### src/rtl/regfile_pkg.sv
// Shared register-file widths and the writeback entry carried through the multi-cycle result FIFO.
package regfile_pkg;
  localparam int REG_ADDR_W = 5;
  localparam int REG_DATA_W = 32;
  localparam int REG_NUM    = 32;
  localparam logic [REG_ADDR_W-1:0] ZERO_REG = 5'd0;

  typedef struct packed {
    logic [REG_ADDR_W-1:0] addr;
    logic [REG_DATA_W-1:0] data;
  } wb_entry_t;
endpackage

### src/rtl/wb_fifo.sv
// Synchronous FIFO of writeback entries; head visible the cycle after push, pop takes effect at the edge.
// Backpressure: full is registered state; pushes while full and pops while empty are ignored.
module wb_fifo
  import regfile_pkg::*;
#(
  parameter int DEPTH = 2
) (
  input  logic      clk,
  input  logic      rst,
  input  logic      push,
  input  wb_entry_t push_dat,
  input  logic      pop,
  output wb_entry_t head_dat,
  output logic      full,
  output logic      empty
);
  localparam int AW = $clog2(DEPTH);

  wb_entry_t     mem [DEPTH];
  logic [AW:0]   wr_ptr;
  logic [AW:0]   rd_ptr;

  // Extra pointer MSB distinguishes full from empty when the indices match.
  assign empty    = (wr_ptr == rd_ptr);
  assign full     = (wr_ptr[AW] != rd_ptr[AW]) && (wr_ptr[AW-1:0] == rd_ptr[AW-1:0]);
  assign head_dat = mem[rd_ptr[AW-1:0]];

  always_ff @(posedge clk) begin
    if (push && !full) begin
      mem[wr_ptr[AW-1:0]] <= push_dat;
    end
  end

  always_ff @(posedge clk or negedge rst) begin
    if (!rst) begin
      wr_ptr <= '0;
      rd_ptr <= '0;
    end else begin
      if (push && !full)  wr_ptr <= wr_ptr + 1'b1;
      if (pop && !empty)  rd_ptr <= rd_ptr + 1'b1;
    end
  end
endmodule

### src/rtl/regfile_wb_arbiter.sv
// Regfile write-port arbiter + pending scoreboard; pipeline write 1 cycle to we, multi-cycle result >=2 cycles.
// Backpressure: m_ready drops when the FIFO is full; starved FIFO head raises pipe_hold, stall_req guards reads.
module regfile_wb_arbiter
  import regfile_pkg::*;
#(
  parameter int DEPTH    = 2,
  parameter int MAX_WAIT = 8
) (
  input  logic                  clk,
  input  logic                  rst,
  input  logic                  p_we,
  input  logic [REG_ADDR_W-1:0] p_waddr,
  input  logic [REG_DATA_W-1:0] p_wdata,
  input  logic                  m_valid,
  input  logic [REG_ADDR_W-1:0] m_waddr,
  input  logic [REG_DATA_W-1:0] m_wdata,
  output logic                  m_ready,
  input  logic                  iss_valid,
  input  logic [REG_ADDR_W-1:0] iss_waddr,
  input  logic                  re1,
  input  logic [REG_ADDR_W-1:0] raddr1,
  input  logic                  re2,
  input  logic [REG_ADDR_W-1:0] raddr2,
  output logic                  we,
  output logic [REG_ADDR_W-1:0] waddr,
  output logic [REG_DATA_W-1:0] wdata,
  output logic                  stall_req,
  output logic                  pipe_hold,
  output logic                  err
);
  localparam int CW = $clog2(MAX_WAIT + 1);
  localparam logic [CW-1:0] WAIT_MAX = CW'(MAX_WAIT);

  logic               fifo_full;
  logic               fifo_empty;
  logic               fifo_push;
  logic               fifo_pop;
  wb_entry_t          push_dat;
  wb_entry_t          head_dat;
  logic               p_win;
  logic               iss_set;
  logic               src_m;
  logic [CW-1:0]      wait_cnt;
  logic [REG_NUM-1:0] pending;
  logic [REG_NUM-1:0] pending_nxt;

  assign m_ready   = !fifo_full;
  assign p_win     = p_we && (p_waddr != ZERO_REG);
  assign iss_set   = iss_valid && (iss_waddr != ZERO_REG);
  // r0 results are accepted from the unit but never stored.
  assign fifo_push = m_valid && m_ready && (m_waddr != ZERO_REG);
  assign fifo_pop  = !p_win && !fifo_empty;
  assign push_dat  = '{addr: m_waddr, data: m_wdata};

  wb_fifo #(.DEPTH(DEPTH)) u_fifo (
    .clk      (clk),
    .rst      (rst),
    .push     (fifo_push),
    .push_dat (push_dat),
    .pop      (fifo_pop),
    .head_dat (head_dat),
    .full     (fifo_full),
    .empty    (fifo_empty)
  );

  assign stall_req = (re1 && (raddr1 != ZERO_REG) && pending[raddr1]) ||
                     (re2 && (raddr2 != ZERO_REG) && pending[raddr2]);

  // Clear applies when the regfile captures a multi-cycle write; a same-address issue overrides it.
  always_comb begin
    pending_nxt = pending;
    if (we && src_m) pending_nxt[waddr] = 1'b0;
    if (iss_set)     pending_nxt[iss_waddr] = 1'b1;
  end

  always_ff @(posedge clk or negedge rst) begin
    if (!rst) begin
      we    <= 1'b0;
      waddr <= '0;
      wdata <= '0;
      src_m <= 1'b0;
    end else if (p_win) begin
      we    <= 1'b1;
      waddr <= p_waddr;
      wdata <= p_wdata;
      src_m <= 1'b0;
    end else if (!fifo_empty) begin
      we    <= 1'b1;
      waddr <= head_dat.addr;
      wdata <= head_dat.data;
      src_m <= 1'b1;
    end else begin
      we    <= 1'b0;
      src_m <= 1'b0;
    end
  end

  always_ff @(posedge clk or negedge rst) begin
    if (!rst) begin
      pending <= '0;
      err     <= 1'b0;
    end else begin
      pending <= pending_nxt;
      if ((iss_set && pending[iss_waddr]) || (p_win && pending[p_waddr])) begin
        err <= 1'b1;
      end
    end
  end

  // pipe_hold releases one edge after the starved head has been popped.
  always_ff @(posedge clk or negedge rst) begin
    if (!rst) begin
      wait_cnt  <= '0;
      pipe_hold <= 1'b0;
    end else begin
      if (fifo_empty || fifo_pop)   wait_cnt <= '0;
      else if (wait_cnt < WAIT_MAX) wait_cnt <= wait_cnt + 1'b1;

      if (wait_cnt == WAIT_MAX)     pipe_hold <= 1'b1;
      else if (we && src_m)         pipe_hold <= 1'b0;
    end
  end
endmodule
### config.mk
export PLATFORM = sky130hd
export DESIGN_NAME = regfile_wb_arbiter
export DESIGN_NICKNAME = d
export VERILOG_FILES = /design/src/rtl/regfile_pkg.sv /design/src/rtl/wb_fifo.sv /design/src/rtl/regfile_wb_arbiter.sv
export SDC_FILE = /design/constraint.sdc
export NUM_CORES = 1
export LEC_CHECK = 0
export ABC_AREA = 1
export CAP_MARGIN = 20
export CORE_MARGIN = 8
export CORE_UTILIZATION = 49
export CTS_BUF_LIST = sky130_fd_sc_hd__clkbuf_4 sky130_fd_sc_hd__clkbuf_8
export CTS_CLUSTER_DIAMETER = 40
export DETAILED_ROUTE_END_ITERATION = 7
export GPL_TIMING_DRIVEN = 0
export PLACE_DENSITY = 0.87
export RECOVER_POWER = 25
export SETUP_SLACK_MARGIN = 0.05
export SLEW_MARGIN = 20
export SYNTH_ARGS = -nofsm -noshare
export SYNTH_HDL_FRONTEND = slang
export SYNTH_SLANG_ARGS = --single-unit
### constraint.sdc
create_clock -name clk -period 2.9 [get_ports clk]
set_clock_uncertainty 0.2 [all_clocks]
set_input_delay 0.58 -clock clk [delete_from_list [all_inputs] [get_ports clk]]
set_output_delay 0.58 -clock clk [all_outputs]
set_load 0.005 [all_outputs]
==> summary.txt, run 1 <==
DRT iter0 DRCs - 466
initial antenna violation count - 7
FF-to-FF Start - u_fifo.rd_ptr[0]$_DFFE_PN0P_
Layout area overhead - 28.7%
signal arrival time at the worst endpoint - 1.92 ns
Post-Syn Nets - 960
crit path from - u_fifo.rd_ptr[0]$_DFFE_PN0P_
Crit Path Class - register to output port
Seq pwr share - 0.420
FMAX - 370 MHz
vias in the first global route - 6,838
period utilization - 0.931
Setup crit start kind - register
Post-synth EDFFs - 74
CP Max Fanout - 4
via count - 6,730
wire length per cell - 17.7 µm
Initial Util - 0.499
dpl cell area - 9220 µm²
Comb power frac - 0.375
Die X - 140 µm
Mapped Cells - 862
Synth async-reset ratio - 0.523
die area - 19,700 µm²
largest net degree at the start of global routing - 48
HP Class - register to register
Tightest Pin Transition - 0.948 ns
Core Footprint - 15,100 µm²
unrepaired setup endpoints after global routing - false
Skew-Pair Late Insertion Delay - 0.45 ns
crit path time final - 2.70 ns
most instantiated cells after synthesis - 337 x nand2_1, 88 x o21ai_0, 81 x dfrtp_1
share of the synthesized area in the top cell type - 0.294
first-pass GRT wire length - 34.8 mm
Nets - 1,119
syn avg cell area - 8.77 µm²
Switching Fraction - 0.376
Netlist cell types - 35
routed wire length - 21.7 mm
Hold WS - 0.291 ns
Slew HR - 0.368
status - complete, no violations
Slew Limit Fails - 0
CTS buffer count - 17
VDD IR-drop max - 0.000610 V
kind of end point of the critical path - output port
Hold Crit Start - err$_DFFE_PN0P_
post-route DRC violation count - 0
leading area contributor after synthesis - edfxtp_1
total power - 0.00911 W
layout cells sized above 1 - 0.0871
H-tree depth - 4
Mapped Area - 7560 µm²
global route overflow - 0
setup violators final - 0
TritonRoute pass-1 iters - 5
Die Height - 140 µm
I/O pins - 138
CP Cell Sequence - buf_4, xor2_2, inv_1, nand2_1, clkdlybuf4s50_1
warnings from Yosys - 0
Final ANT Viol Nets - 0
GRT Util Overall - 0.223
CP max stage cell - clkdlybuf4s50_1
RePlAce Congestion - 0.947
Critical Path RT - 2.12 ns
Fin. Hold Viols - 0
row count - 45
fin area - 9730 µm²
Buffers on Ports - 133
Seq cells post-synth - 155
Psw - 0.00342 W
Clk pwr share - 0.205
Post-synth top flop - dfrtp_1
sequential share of the synthesized area - 0.562
Clock transition at path regs - 0.08 ns
most common cell in the netlist - nand2_1
Slowest Stage Delay on Critical Path - 0.53 ns
leak pwr - 4.24 nW
Power Density - 936 nW/µm²
Root Buffer - clkbuf_8
vias per cell - 5.49
CTS tree - yes
internal power - 0.00569 W
# clock sinks - 155
dominant cells by area after synthesis - edfxtp_1 29%, dfrtp_1 27%, nand2_1 17%
dpl hpwl - 15.7 mm
maximum clock path buffer count - 2
maxcap violations - 0
logic make-up (layout without fill, tap and decap cells):
logic type,count (synthesis),count (layout),share of synthesized area
buf+inv,99,270,0.0614
xor+xnor,5,5,0.00679
other cells,0,5,0
mux,12,12,0.0159
compound gates,148,148,0.112
fa+ha+maj,2,2,0.00331
flops,155,155,0.562
simple gates,441,441,0.238
per-stage QoR:
step,TNS [ns],setup slack (ns),std cells,util
final,0,0.199,1226,0.642
after detailed placement,-0.373,-0.373,1186,0.608
after global placement,-191.62,-1.87,1183,0.602
after floorplan,0,0.326,862,-
after CTS,0,0.182,1221,0.642
after global routing,0,0.127,1226,0.642
registers in the layout, summed over array words and instances (netlist names), 2 cells and up:
register       count
u_fifo.mem        74
waddr              5
wdata             32
u_fifo.wr_ptr      2
pending           32
wait_cnt           4
u_fifo.rd_ptr      2
layout by cell type (no fill, tap or decap), types with 2 or more instances in the layout:
| cell type | n |
|---|---|
| bufinv_16 | 5 |
| inv_1 | 57 |
| nor2_1 | 18 |
| buf_6 | 8 |
| inv_4 | 3 |
| clkbuf_4 | 2 |
| nand2_1 | 337 |
| diode_2 | 5 |
| edfxtp_1 | 74 |
| nand3_1 | 62 |
| dlygate4sd2_1 | 6 |
| buf_16 | 3 |
| o21bai_1 | 2 |
| clkdlybuf4s50_1 | 89 |
| clkbuf_8 | 17 |
| mux2i_1 | 12 |
| o211ai_1 | 34 |
| nor3_1 | 11 |
| clkinv_1 | 2 |
| nand2_4 | 3 |
| clkinvlp_4 | 2 |
| nor2_4 | 3 |
| xor2_1 | 4 |
| clkbuf_1 | 2 |
| buf_2 | 20 |
| o21ai_0 | 87 |
| buf_4 | 5 |
| a21oi_1 | 18 |
| inv_6 | 4 |
| dlygate4sd3_1 | 38 |
| dfrtp_1 | 78 |
| dfrtp_2 | 3 |
| nor2_2 | 3 |
| o21ai_1 | 2 |
| inv_2 | 5 |
| ha_1 | 2 |
| o221ai_1 | 2 |
worst max-delay path, delay by kind of cell, from the launching register on:
kind / cells / cell delay [ns]
xor gates and xnor gates: 1 / 0.21
DFF: 1 / 0.38
and+or+nand+nor: 1 / 0.14
buffers and inverters: 3 / 0.74
power by group through the flow:
stage	Combinational, W	Sequential, W	Clock [W]
2_1_floorplan	0.00187	0.00362	0
3_3_place_gp	0.00314	0.00379	0
3_5_place_dp	0.00336	0.00381	0
4_1_cts	0.00343	0.00378	0.00189
5_1_grt	0.00378	0.00388	0.00198
6_report	0.00342	0.00382	0.00187
cell type report:
class / count / area [µm²]
Buffer: 32 / 213
Clock buffer: 19 / 249
Fill cell: 1174 / 5420
Tap cell: 188 / 235
Timing Repair Buffer: 140 / 1430
Antenna cell: 5 / 12.5
Multi-Input combinational cell: 608 / 2860
Sequential cell: 155 / 4250
Clock inverter: 12 / 211
Inverter: 67 / 259
worst paths after layout:
kind | end | slack, ns | cells after the start
worst max register to register | u_fifo.mem[1][0]$_DFFE_PP_ | 0.53 | 7
worst min-delay path | err$_DFFE_PN0P_ | 0.29 | 2
min in group asynchronous | wdata[9]$_DFFE_PN0P_ | 0.61 | 2
worst max-delay path | m_ready | 0.20 | 5
max in group asynchronous | pending[4]$_DFF_PN0_ | 1.14 | 3
worst min register to register | err$_DFFE_PN0P_ | 0.29 | 2
layer usage:
layer | share of wire | vias up | track usage | wire length (µm)
met4 | 0.046 | 4 | 0.125 | 989
met1 | 0.38 | 3091 | 0.254 | 8300
met5 | 0.0011 | - | 0 | 24
met2 | 0.48 | 357 | 0.365 | 10300
met3 | 0.096 | 82 | 0.0731 | 2070
li1 | - | 3196 | - | -
repair_timing:
item / CTS / global route
setup endpoints to repair: 1 / 0
hold buffers: 1 / 0
buffers inserted: 3 / 0
resized for setup: 17 / 0
endpoints found under the hold margin: 34 / 0
(Power assumes the default switching activity.)
==> run 2: changes to the inputs <==
--- a/config.mk
+++ b/config.mk
@@ -10,12 +10,11 @@
 export CORE_MARGIN = 8
 export CORE_UTILIZATION = 49
 export CTS_BUF_LIST = sky130_fd_sc_hd__clkbuf_4 sky130_fd_sc_hd__clkbuf_8
-export CTS_CLUSTER_DIAMETER = 40
+export CTS_CLUSTER_DIAMETER = 30
 export DETAILED_ROUTE_END_ITERATION = 7
 export GPL_TIMING_DRIVEN = 0
 export PLACE_DENSITY = 0.87
 export RECOVER_POWER = 25
-export SETUP_SLACK_MARGIN = 0.05
 export SLEW_MARGIN = 20
 export SYNTH_ARGS = -nofsm -noshare
 export SYNTH_HDL_FRONTEND = slang
==> run 2 against run 1 <==
  * Global-route usage shrank 0.097 points
  * Worst hold slack lost 0.0016 ns
  * Via count down 0.21%
  * Critical path depth stayed put
  * Cell area stayed put
  * Critical path type unchanged
==> summary.txt, run 2 (same netlist as run 1, synthesis figures left out) <==
Die Height - 140 µm (unchanged)
maximum clock path buffer count - 2 (unchanged)
Die X - 140 µm (unchanged)
row count - 45 (unchanged)
unrepaired setup endpoints after global routing - false
fin area - 9730 µm² (unchanged)
DRT iter0 DRCs - 419 (-10%)
fill count - 1,178 (+0.34%)
# clock sinks - 155 (unchanged)
commonest non-fill, non-tap cell in the layout - nand2_1
routed wire length - 21.6 mm (-0.17%)
signal arrival time at the worst endpoint - 1.91 ns (about the same)
largest net degree at the start of global routing - 48 (unchanged)
GRT Util Overall - 0.222 (-0.000971)
Buffers on Ports - 133 (unchanged)
Setup crit start kind - register
leak pwr - 4.22 nW (-0.37%)
total power - 0.00909 W (-0.17%)
H-tree depth - 4 (unchanged)
RePlAce Congestion - 0.947 (unchanged)
vias in the first global route - 6,808 (-0.44%)
Initial Util - 0.499 (unchanged)
dpl hpwl - 15.7 mm (unchanged)
CTS buffer count - 17 (unchanged)
Clock transition at path regs - 0.08 ns (about the same)
dpl cell area - 9220 µm² (unchanged)
die area - 19,700 µm² (unchanged)
maxcap violations - 0 (unchanged)
setup violators final - 0 (unchanged)
global route overflow - 0 (unchanged)
CTS tree - yes
Nets - 1,117 (-0.18%)
vias per cell - 5.49 (about the same)
status - complete, no violations
FMAX - 372 MHz (+0.41%)
Crit Path Class - register to output port
TritonRoute pass-1 iters - 5 (unchanged)
I/O pins - 138 (unchanged)
crit path time final - 2.69 ns (-0.0109 ns)
HP Class - register to register
VDD IR-drop max - 0.000609 V (-0.10%)
Slew HR - 0.373 (+0.00552)
layout cells sized above 1 - 0.0941 (+0.00696)
Slew Limit Fails - 0 (unchanged)
Skew-Pair Late Insertion Delay - 0.45 ns (about the same)
Setup TNS - 0 ns (unchanged)
kind of end point of the critical path - output port
max reg flops - 74 (unchanged)
Tightest Pin Transition - 0.940 ns (-0.00827 ns)
Critical Path RT - 2.12 ns (about the same)
Final ANT Viol Nets - 0 (unchanged)
CP Max Fanout - 4 (unchanged)
period utilization - 0.928 (-0.00376)
first-pass GRT wire length - 34.7 mm (-0.34%)
Root Buffer - clkbuf_8
Power Density - 935 nW/µm² (-0.17%)
post-route DRC violation count - 0 (unchanged)
Fin. Hold Viols - 0 (unchanged)
wire length per cell - 17.7 µm (about the same)
Layout area overhead - 28.7% (unchanged)
via count - 6,716 (-0.21%)
commonest cells after routing, fill and taps aside - 337 x nand2_1, 89 x clkdlybuf4s50_1, 83 x o21ai_0
initial antenna violation count - 7 (unchanged)
Core Footprint - 15,100 µm² (unchanged)
==> run 2: routing by layer <==
layer  global-route usage  up-vias  wire length, µm
met4                0.120        4              938
met1                0.254     3078             8320
met3               0.0714       77             2030
met2                0.365      360            10300
li1                     -     3197                -
met5                    0        -               26
==> run 2: worst paths after layout <==
path	end	from	cells after the start	slack, ns
setup / recovery	m_ready	u_fifo.rd_ptr[0]$_DFFE_PN0P_	5	0.21
max in group asynchronous	pending[19]$_DFF_PN0_	rst	3	1.15
hold reg to reg	u_fifo.rd_ptr[1]$_DFFE_PN0P_	u_fifo.rd_ptr[1]$_DFFE_PN0P_	1	0.29
hold / removal	u_fifo.rd_ptr[1]$_DFFE_PN0P_	u_fifo.rd_ptr[1]$_DFFE_PN0P_	1	0.29
min in group asynchronous	wdata[9]$_DFFE_PN0P_	rst	2	0.60
setup reg to reg	u_fifo.mem[1][5]$_DFFE_PP_	u_fifo.rd_ptr[0]$_DFFE_PN0P_	7	0.54
==> run 2: metrics by stage <==
stage | util | worst slack, ns | hold slack, ns | std cells
floorplan | - | 0.326 | 0.0844 | 862
global placement | 0.602 | -1.87 | 0.250 | 1183
global route | 0.642 | 0.136 | 0.326 | 1224
detailed placement | 0.608 | -0.373 | 0.280 | 1186
finish | 0.642 | 0.210 | 0.289 | 1224
CTS | 0.640 | 0.00374 | 0.295 | 1218
==> run 2: cell type report <==
type / instances / area, µm² / area share
Sequential cell: 155 / 4260 / 0.438
Clock buffer: 19 / 249 / 0.0256
Buffer: 32 / 215 / 0.0221
Timing Repair Buffer: 138 / 1420 / 0.146
Multi-Input combinational cell: 608 / 2860 / 0.294
Inverter: 67 / 263 / 0.0270
Clock inverter: 12 / 211 / 0.0217
Antenna cell: 5 / 12.5 / 0.00129
Tap cell: 188 / 235 / 0.0242
==> run 2: worst max-delay path, cell delays in order, from the launching register on <==
cell	delay, ns
dfrtp_1	0.38
buf_4	0.15
xor2_2	0.21
inv_1	0.06
nand2_1	0.14
clkdlybuf4s50_1	0.53
==> run 2: power breakdown <==
part	total (W)	switching [W]	internal, W
Combinational	0.00339	0.00195	0.00145
Clock	0.00187	0.000815	0.00106
Sequential	0.00383	0.000650	0.00318
Total	0.00909	0.00341	0.00568
==> run 2: timing repair <==
| action | in CTS | in global routing |
|---|---|---|
| hold buffers | 1 | 0 |
| buffers inserted | 0 | 1 |
| endpoints found under the hold margin | 34 | 0 |
| pin swaps | 0 | 1 |
| setup endpoints to repair | 1 | 1 |
| gates resized for setup | 10 | 21 |
